$ cat config.mk
export PLATFORM = sky130hd
export DESIGN_NAME = vgaconsole_term_ctrl
export DESIGN_NICKNAME = d
export VERILOG_FILES = /design/src/rtl/vgaconsole_term_ctrl.sv
export SDC_FILE = /design/constraint.sdc
export NUM_CORES = 1
export LEC_CHECK = 0
export ABC_AREA = 1
export CELL_PAD_IN_SITES_DETAIL_PLACEMENT = 1
export CELL_PAD_IN_SITES_GLOBAL_PLACEMENT = 2
export CORE_MARGIN = 1
export CORE_UTILIZATION = 29
export CTS_CLUSTER_DIAMETER = 30
export DETAILED_ROUTE_END_ITERATION = 12
export GPL_TIMING_DRIVEN = 0
export PLACE_DENSITY = 0.9
export REMOVE_ABC_BUFFERS = 1
export SYNTH_ARGS = -nofsm -noshare
export SYNTH_HDL_FRONTEND = slang
export SYNTH_SLANG_ARGS = --single-unit
$ cat constraint.sdc
create_clock -name clk -period 2.95 [get_ports clk]
set_input_delay 0.59 -clock clk [delete_from_list [all_inputs] [get_ports clk]]
set_output_delay 0.59 -clock clk [all_outputs]
set_load 0.02 [all_outputs]
$ cat src/rtl/vgaconsole_term_ctrl.sv
// Terminal sequencer for the VGA text console: decodes a byte stream into
// cursor movement and text buffer writes, and walks the buffer one cell per
// cycle for scroll-up and clear-screen.
//
// Handshake: a byte transfers on any rising edge where in_valid and in_ready
// are both high; in_valid may be held across stalls and in_data must be
// stable while in_valid is high. in_ready is high only in IDLE with no
// write stuck waiting on buf_gnt.
module vgaconsole_term_ctrl #(
    parameter int NUM_ROWS = 3,
    parameter int NUM_COLS = 10,
    parameter int ADDR_W   = 5
) (
    input  logic              clk,
    input  logic              rst,
    input  logic              in_valid,
    input  logic [7:0]        in_data,
    output logic              in_ready,
    input  logic [1:0]        color,
    input  logic              buf_gnt,
    output logic              buf_we,
    output logic [ADDR_W-1:0] buf_addr,
    output logic [8:0]        buf_wdata,
    output logic [ADDR_W-1:0] buf_raddr,
    input  logic [8:0]        buf_rdata,
    output logic [1:0]        cur_row,
    output logic [3:0]        cur_col,
    output logic              busy
);
    localparam logic [ADDR_W-1:0] COLS_A    = ADDR_W'(NUM_COLS);
    localparam logic [ADDR_W-1:0] COPY_LAST = ADDR_W'(NUM_COLS * (NUM_ROWS - 1) - 1);
    localparam logic [ADDR_W-1:0] LINE_BASE = ADDR_W'(NUM_COLS * (NUM_ROWS - 1));
    localparam logic [ADDR_W-1:0] LINE_LAST = ADDR_W'(NUM_COLS - 1);
    localparam logic [ADDR_W-1:0] CELL_LAST = ADDR_W'(NUM_COLS * NUM_ROWS - 1);
    localparam logic [3:0]        LAST_COL  = 4'(NUM_COLS - 1);
    localparam logic [1:0]        LAST_ROW  = 2'(NUM_ROWS - 1);
    localparam logic [8:0]        BLANK     = {2'b00, 7'h20};

    typedef enum logic [1:0] {
        S_IDLE,
        S_SCROLL,
        S_CLEAR_LINE,
        S_CLEAR_ALL
    } state_t;

    state_t            state, state_n;
    logic [1:0]        row_n;
    logic [3:0]        col_n;
    logic [ADDR_W-1:0] k, k_n;
    logic              we_n;
    logic [ADDR_W-1:0] addr_n;
    logic [8:0]        wdata_n;

    logic              stall;
    logic              accept;
    logic [6:0]        ch;
    logic [ADDR_W-1:0] cell_addr;
    logic              unused_bit7;

    // The ASCII decode only looks at the low seven bits.
    assign ch          = in_data[6:0];
    assign unused_bit7 = in_data[7];

    // A registered write that the host is holding off freezes the whole block.
    assign stall     = buf_we & ~buf_gnt;
    assign in_ready  = ~rst & (state == S_IDLE) & ~stall;
    assign accept    = in_valid & in_ready;
    assign busy      = (state != S_IDLE) | buf_we;
    assign cell_addr = ADDR_W'(cur_row) * COLS_A + ADDR_W'(cur_col);

    // Scroll reads one row ahead of the cell it is about to overwrite.
    assign buf_raddr = (state == S_SCROLL) ? k + COLS_A : '0;

    // Next-state, cursor, walk counter and write-port values.
    always_comb begin
        state_n = state;
        row_n   = cur_row;
        col_n   = cur_col;
        k_n     = k;
        we_n    = 1'b0;
        addr_n  = buf_addr;
        wdata_n = buf_wdata;
        case (state)
            S_IDLE: begin
                if (accept) begin
                    if (ch >= 7'h20 && ch <= 7'h7E) begin
                        we_n    = 1'b1;
                        addr_n  = cell_addr;
                        wdata_n = {color, ch};
                        if (cur_col < LAST_COL) begin
                            col_n = cur_col + 4'd1;
                        end else begin
                            col_n = '0;
                            if (cur_row < LAST_ROW) begin
                                row_n = cur_row + 2'd1;
                            end else begin
                                state_n = S_SCROLL;
                                k_n     = '0;
                            end
                        end
                    end else begin
                        case (ch)
                            7'h0A: begin
                                col_n = '0;
                                if (cur_row < LAST_ROW) begin
                                    row_n = cur_row + 2'd1;
                                end else begin
                                    state_n = S_SCROLL;
                                    k_n     = '0;
                                end
                            end
                            7'h0D: col_n = '0;
                            7'h08: begin
                                if (cur_col != 4'd0) col_n = cur_col - 4'd1;
                            end
                            7'h0C: begin
                                state_n = S_CLEAR_ALL;
                                k_n     = '0;
                                row_n   = '0;
                                col_n   = '0;
                            end
                            default: ;
                        endcase
                    end
                end
            end
            S_SCROLL: begin
                we_n    = 1'b1;
                addr_n  = k;
                wdata_n = buf_rdata;
                if (k == COPY_LAST) begin
                    state_n = S_CLEAR_LINE;
                    k_n     = '0;
                end else begin
                    k_n = k + 1'b1;
                end
            end
            S_CLEAR_LINE: begin
                we_n    = 1'b1;
                addr_n  = LINE_BASE + k;
                wdata_n = BLANK;
                if (k == LINE_LAST) begin
                    state_n = S_IDLE;
                    k_n     = '0;
                end else begin
                    k_n = k + 1'b1;
                end
            end
            S_CLEAR_ALL: begin
                we_n    = 1'b1;
                addr_n  = k;
                wdata_n = BLANK;
                if (k == CELL_LAST) begin
                    state_n = S_IDLE;
                    k_n     = '0;
                end else begin
                    k_n = k + 1'b1;
                end
            end
            default: begin
                state_n = S_IDLE;
                k_n     = '0;
            end
        endcase
    end

    // State register and write-port registers; everything holds during a stall.
    always_ff @(posedge clk) begin
        if (rst) begin
            state     <= S_IDLE;
            cur_row   <= '0;
            cur_col   <= '0;
            k         <= '0;
            buf_we    <= 1'b0;
            buf_addr  <= '0;
            buf_wdata <= '0;
        end else if (!stall) begin
            state     <= state_n;
            cur_row   <= row_n;
            cur_col   <= col_n;
            k         <= k_n;
            buf_we    <= we_n;
            buf_addr  <= addr_n;
            buf_wdata <= wdata_n;
        end
    end
endmodule

==> results <==
- The vias per cell is ~4.6.
- The tree built by TritonCTS fans out to 28 sinks.
- The number of antenna violations at the first check in global routing came to 0.
- Setup repair after global routing left no endpoint under its margin.
- The DRC violation total after the first TritonRoute iteration is 54.
- At the end of routability-driven placement, the weighted congestion stood at around 0.8.
- The number of global-route vias before repair is around 2100.
- The startpoint type of the worst setup path is a flop.
- For this run, the post-layout net count is just over 400.
- The TritonCTS buffer count is 3.
- The commonest non-fill, non-tap cell in the layout is sky130_fd_sc_hd__nand2_1.
- The worst endpoint required time is 2360 ps.
- The DRC violation count after routing is 0.
- The clock transition at the register clock pins on the worst setup and hold paths after CTS is roughly 100 ps.
- The deepest level of the CTS H-tree is 1.
- The number of buffers between clock root and the deepest sink is 2.
- The count of buffers added on input and output ports is between 40 and 50.
- In the global route stage, overall resource usage came out at 17.6%.
- After floorplanning, the core was divided into 31 placement rows.
- 0 antenna diodes ended up in the layout.
- The final wirelength is roughly 6.4 mm.
- The hold-critical path endpoint is buf_addr[0].
- The worst hold path cell count is 2.
- The total standard cell area after synthesis is approximately 2100 sq um.
- The number of placed instances, taps included is between 400 and 500.
- The number of register bits inferred by synthesis is 28.
- The worst flop-to-flop path startpoint is state[1].
- Synthesis instantiated 32 different standard cells from the library.
- The placeable core area is slightly above 7000 sq um.
- The final hold violation count was 0.
- After synthesis, flip-flops and latches occupy between 20% and 30% of the total area.
- The number of cells on the worst reg-to-reg path is 7.
- In this run the worst path has a maximum fanout of 21.
- The flow ran to the end, and the final reports show no timing, DRC or antenna violations.
- The average footprint of a synthesized cell is between 6 and 7 sq um.
- The die covers between 7000 and 8000 sq um.
- In this run the tightest slew margin relative to its limit is a little under three fifths.
- At the pin with the least slew margin, the transition time is 649 ps.
- Adding up every negative setup slack in the final design gives 0 ps.
- The total overflow left after global routing is 0.
- The startpoint identified for the worst hold timing path is buf_addr[0].
- The first TritonRoute pass finished after 4 iterations.
- Setup violations remaining at the end of the flow were counted as 0.
- The number of slew-limit violations in the final report is 0.
- In this run the count of I/O pins placed on the die edge is between 50 and 60.
- In this run, synthesis inferred 0 flip-flops with an integrated enable.
- The count of yosys warnings during synthesis is 0.
- The critical path goes through nor2_4 > inv_4 > or2_2 > clkdlybuf4s50_1.
- The max-cap check violation count is 0.
- The critical path is of the reg -> out type.
- With fillers left out, the area of the finished cells amounts to around 2800 sq um.
- From synthesis to final layout, the design area changed by 29.2%.
- The async set or reset register ratio after synthesis is 0%.
- The finished layout holds 467 standard cells, fillers aside.
- The nature of the critical path endpoint is an output pin.
- The floorplan step set the die width to around 90 um.
- The area of placed instances is roughly 2700 sq um.
- The flip-flop cell with the highest count after synthesis is sky130_fd_sc_hd__dfxtp_1.
- Of the cells placed in the final design, the portion with a size suffix greater than 1 is around an eighth.
- The time the final worst path needs with I/O delays and setup is between 2000 and 3000 ps.
- The number of buffers inserted for hold repair after clock tree synthesis is 0.
- The total power divided by cell area is roughly 620 nW/um^2.
- TritonCTS built the clock tree.
- The clock skew is between 4 and 5 ps.
- The critical path's largest stage delay is roughly 550 ps.
- Data on the critical path arrives at its endpoint at 2200 ps.
- The detailed-route wire length per cell is roughly 14 um.
- Clock latency on the worst-skew pair, taken at its later pin, is 280 ps.
- The worst path uses between 90% and 100% of the clock period.
- The synthesized instance count is between 300 and 400.
- The total half-perimeter wirelength after legalization and detailed placement is between 4 and 5 mm.
- Derived from the worst setup path, the maximum achievable clock frequency is between 300 and 400 MHz.
- The first global-routing pass estimated around 11 mm of wire.
- For this configuration, the core starts out at a cell density of 29.8%.
- The worst register-to-register path has a setup slack of around 700 ps.
- The worst register-to-register path ends at buf_addr[2].
- For this block, the via count after detailed routing is ~2100.
- The remaining antenna violation count after routing is 0.
- In the layout the commonest cells are 85 x sky130_fd_sc_hd__nand2_1, 48 x sky130_fd_sc_hd__clkdlybuf4s50_1, 36 x sky130_fd_sc_hd__nor2_1.
- The y dimension of the die is approximately 90 um.
- Buffers added to address setup during post-CTS repair amount to 0.
- The master cell of the clock root buffer is sky130_fd_sc_hd__clkbuf_8.
- The worst IR drop on VDD is approximately 0.24 mV.
- Entering global routing, the biggest net connects 23 pins.
- The leakage power of the design is about 1.2 nW.
- In this run the worst hold path is classified as reg -> reg.
- For this design, the slowest cell found on the critical path is sky130_fd_sc_hd__clkdlybuf4s50_1.
[layer usage]
layer  GRT usage, %  vias to the layer above  routed length [um]  part of all wire, %
met5              0                        -                   0                    0
met4           2.20                        0                  27                 0.42
met2           29.3                       31                2880                   45
li1               -                     1119                   -                    -
met1           24.4                      986                3250                   51
met3           3.39                        2                 228                  3.6
[synth_stat cells (2+ instances only)]
cell                       number  area share (%)
sky130_fd_sc_hd__nand4_1        4             1.2
sky130_fd_sc_hd__dfxtp_1       28              26
sky130_fd_sc_hd__ha_1          14             8.2
sky130_fd_sc_hd__inv_1         35             6.1
sky130_fd_sc_hd__nor2_2         2            0.58
sky130_fd_sc_hd__xor2_1         7             2.9
sky130_fd_sc_hd__buf_2          2            0.47
sky130_fd_sc_hd__nand3_2        2            0.93
sky130_fd_sc_hd__nor2_1        37             6.5
sky130_fd_sc_hd__o21ai_0       17             4.0
sky130_fd_sc_hd__a21oi_2       10             4.1
sky130_fd_sc_hd__inv_2          3            0.52
sky130_fd_sc_hd__a21oi_1       20             4.7
sky130_fd_sc_hd__buf_6          2             1.0
sky130_fd_sc_hd__nand2_2       12             3.5
sky130_fd_sc_hd__nand2_1       85              15
sky130_fd_sc_hd__clkbuf_1       3            0.52
sky130_fd_sc_hd__xnor2_1        2            0.82
sky130_fd_sc_hd__a22o_1         3             1.2
sky130_fd_sc_hd__nand4_2        2             1.2
sky130_fd_sc_hd__nand3_1       22             5.1
sky130_fd_sc_hd__nor3_1         2            0.47
[worst max-delay path by stage]
stage | from | endpoint | cells past startpoint
2_1_floorplan | state[0] | buf_raddr[4] | 4
3_5_place_dp | rst | in_ready | 5
5_1_grt | rst | in_ready | 5
4_1_cts | state[0] | busy | 4
3_3_place_gp | rst | in_ready | 5
6_report | state[1] | busy | 4
[through the flow]
| step | util (%) | hold slack (ps) | setup WS [ps] | power (mW) |
|---|---|---|---|---|
| after detailed placement | 37.3 | 457 | -576 | 1.42 |
| after global placement | 37.3 | 454 | -626 | 1.40 |
| after floorplan | - | 487 | 930 | 1.08 |
| after global routing | 38.5 | 493 | 2.31 | 1.85 |
| after CTS | 38.4 | 473 | 90.8 | 1.74 |
| final | 38.5 | 471 | 165 | 1.72 |
[registers in the layout, summed over array words and instances (netlist names)]
| register | cells |
|---|---|
| cur_col | 4 |
| buf_wdata | 9 |
| buf_addr | 5 |
| buf_we | 1 |
| state | 2 |
| k | 5 |
| cur_row | 2 |
[final cells by class]
type / instances / area, sq um
Inverter: 39 / 151
Tap cell: 99 / 124
Clock buffer: 3 / 41.3
Sequential cell: 28 / 563
Multi-Input combinational cell: 248 / 1380
Fill cell: 969 / 4440
Clock inverter: 1 / 30.0
Timing Repair Buffer: 49 / 492
[report_power, final]
group	switching [mW]	internal (mW)
Sequential	0.0595	0.443
Clock	0.129	0.182
Combinational	0.568	0.339
[cells by family after synthesis]
kind of cell	synth area share, %
AOI/OAI and AO/OA	15.0
xor gates and xnor gates	3.67
adders and majority gates	9.09
buffers and inverters	10.3
DFF	26.1
and+or+nand+nor	35.9
[critical path: cells and delay by family, from the launching register on]
kind	cells	cell delay (ps)
buffers and inverters	2	690
flip-flops	1	400
AND/OR/NAND/NOR	2	810
[timing repair]
item	4_1_cts	5_1_grt
pin swaps	0	0
setup endpoints to repair	19	4
gates resized for setup	5	3
endpoints found under the hold margin	0	0
No activity file was read; power rests on OpenSTA's default activity.
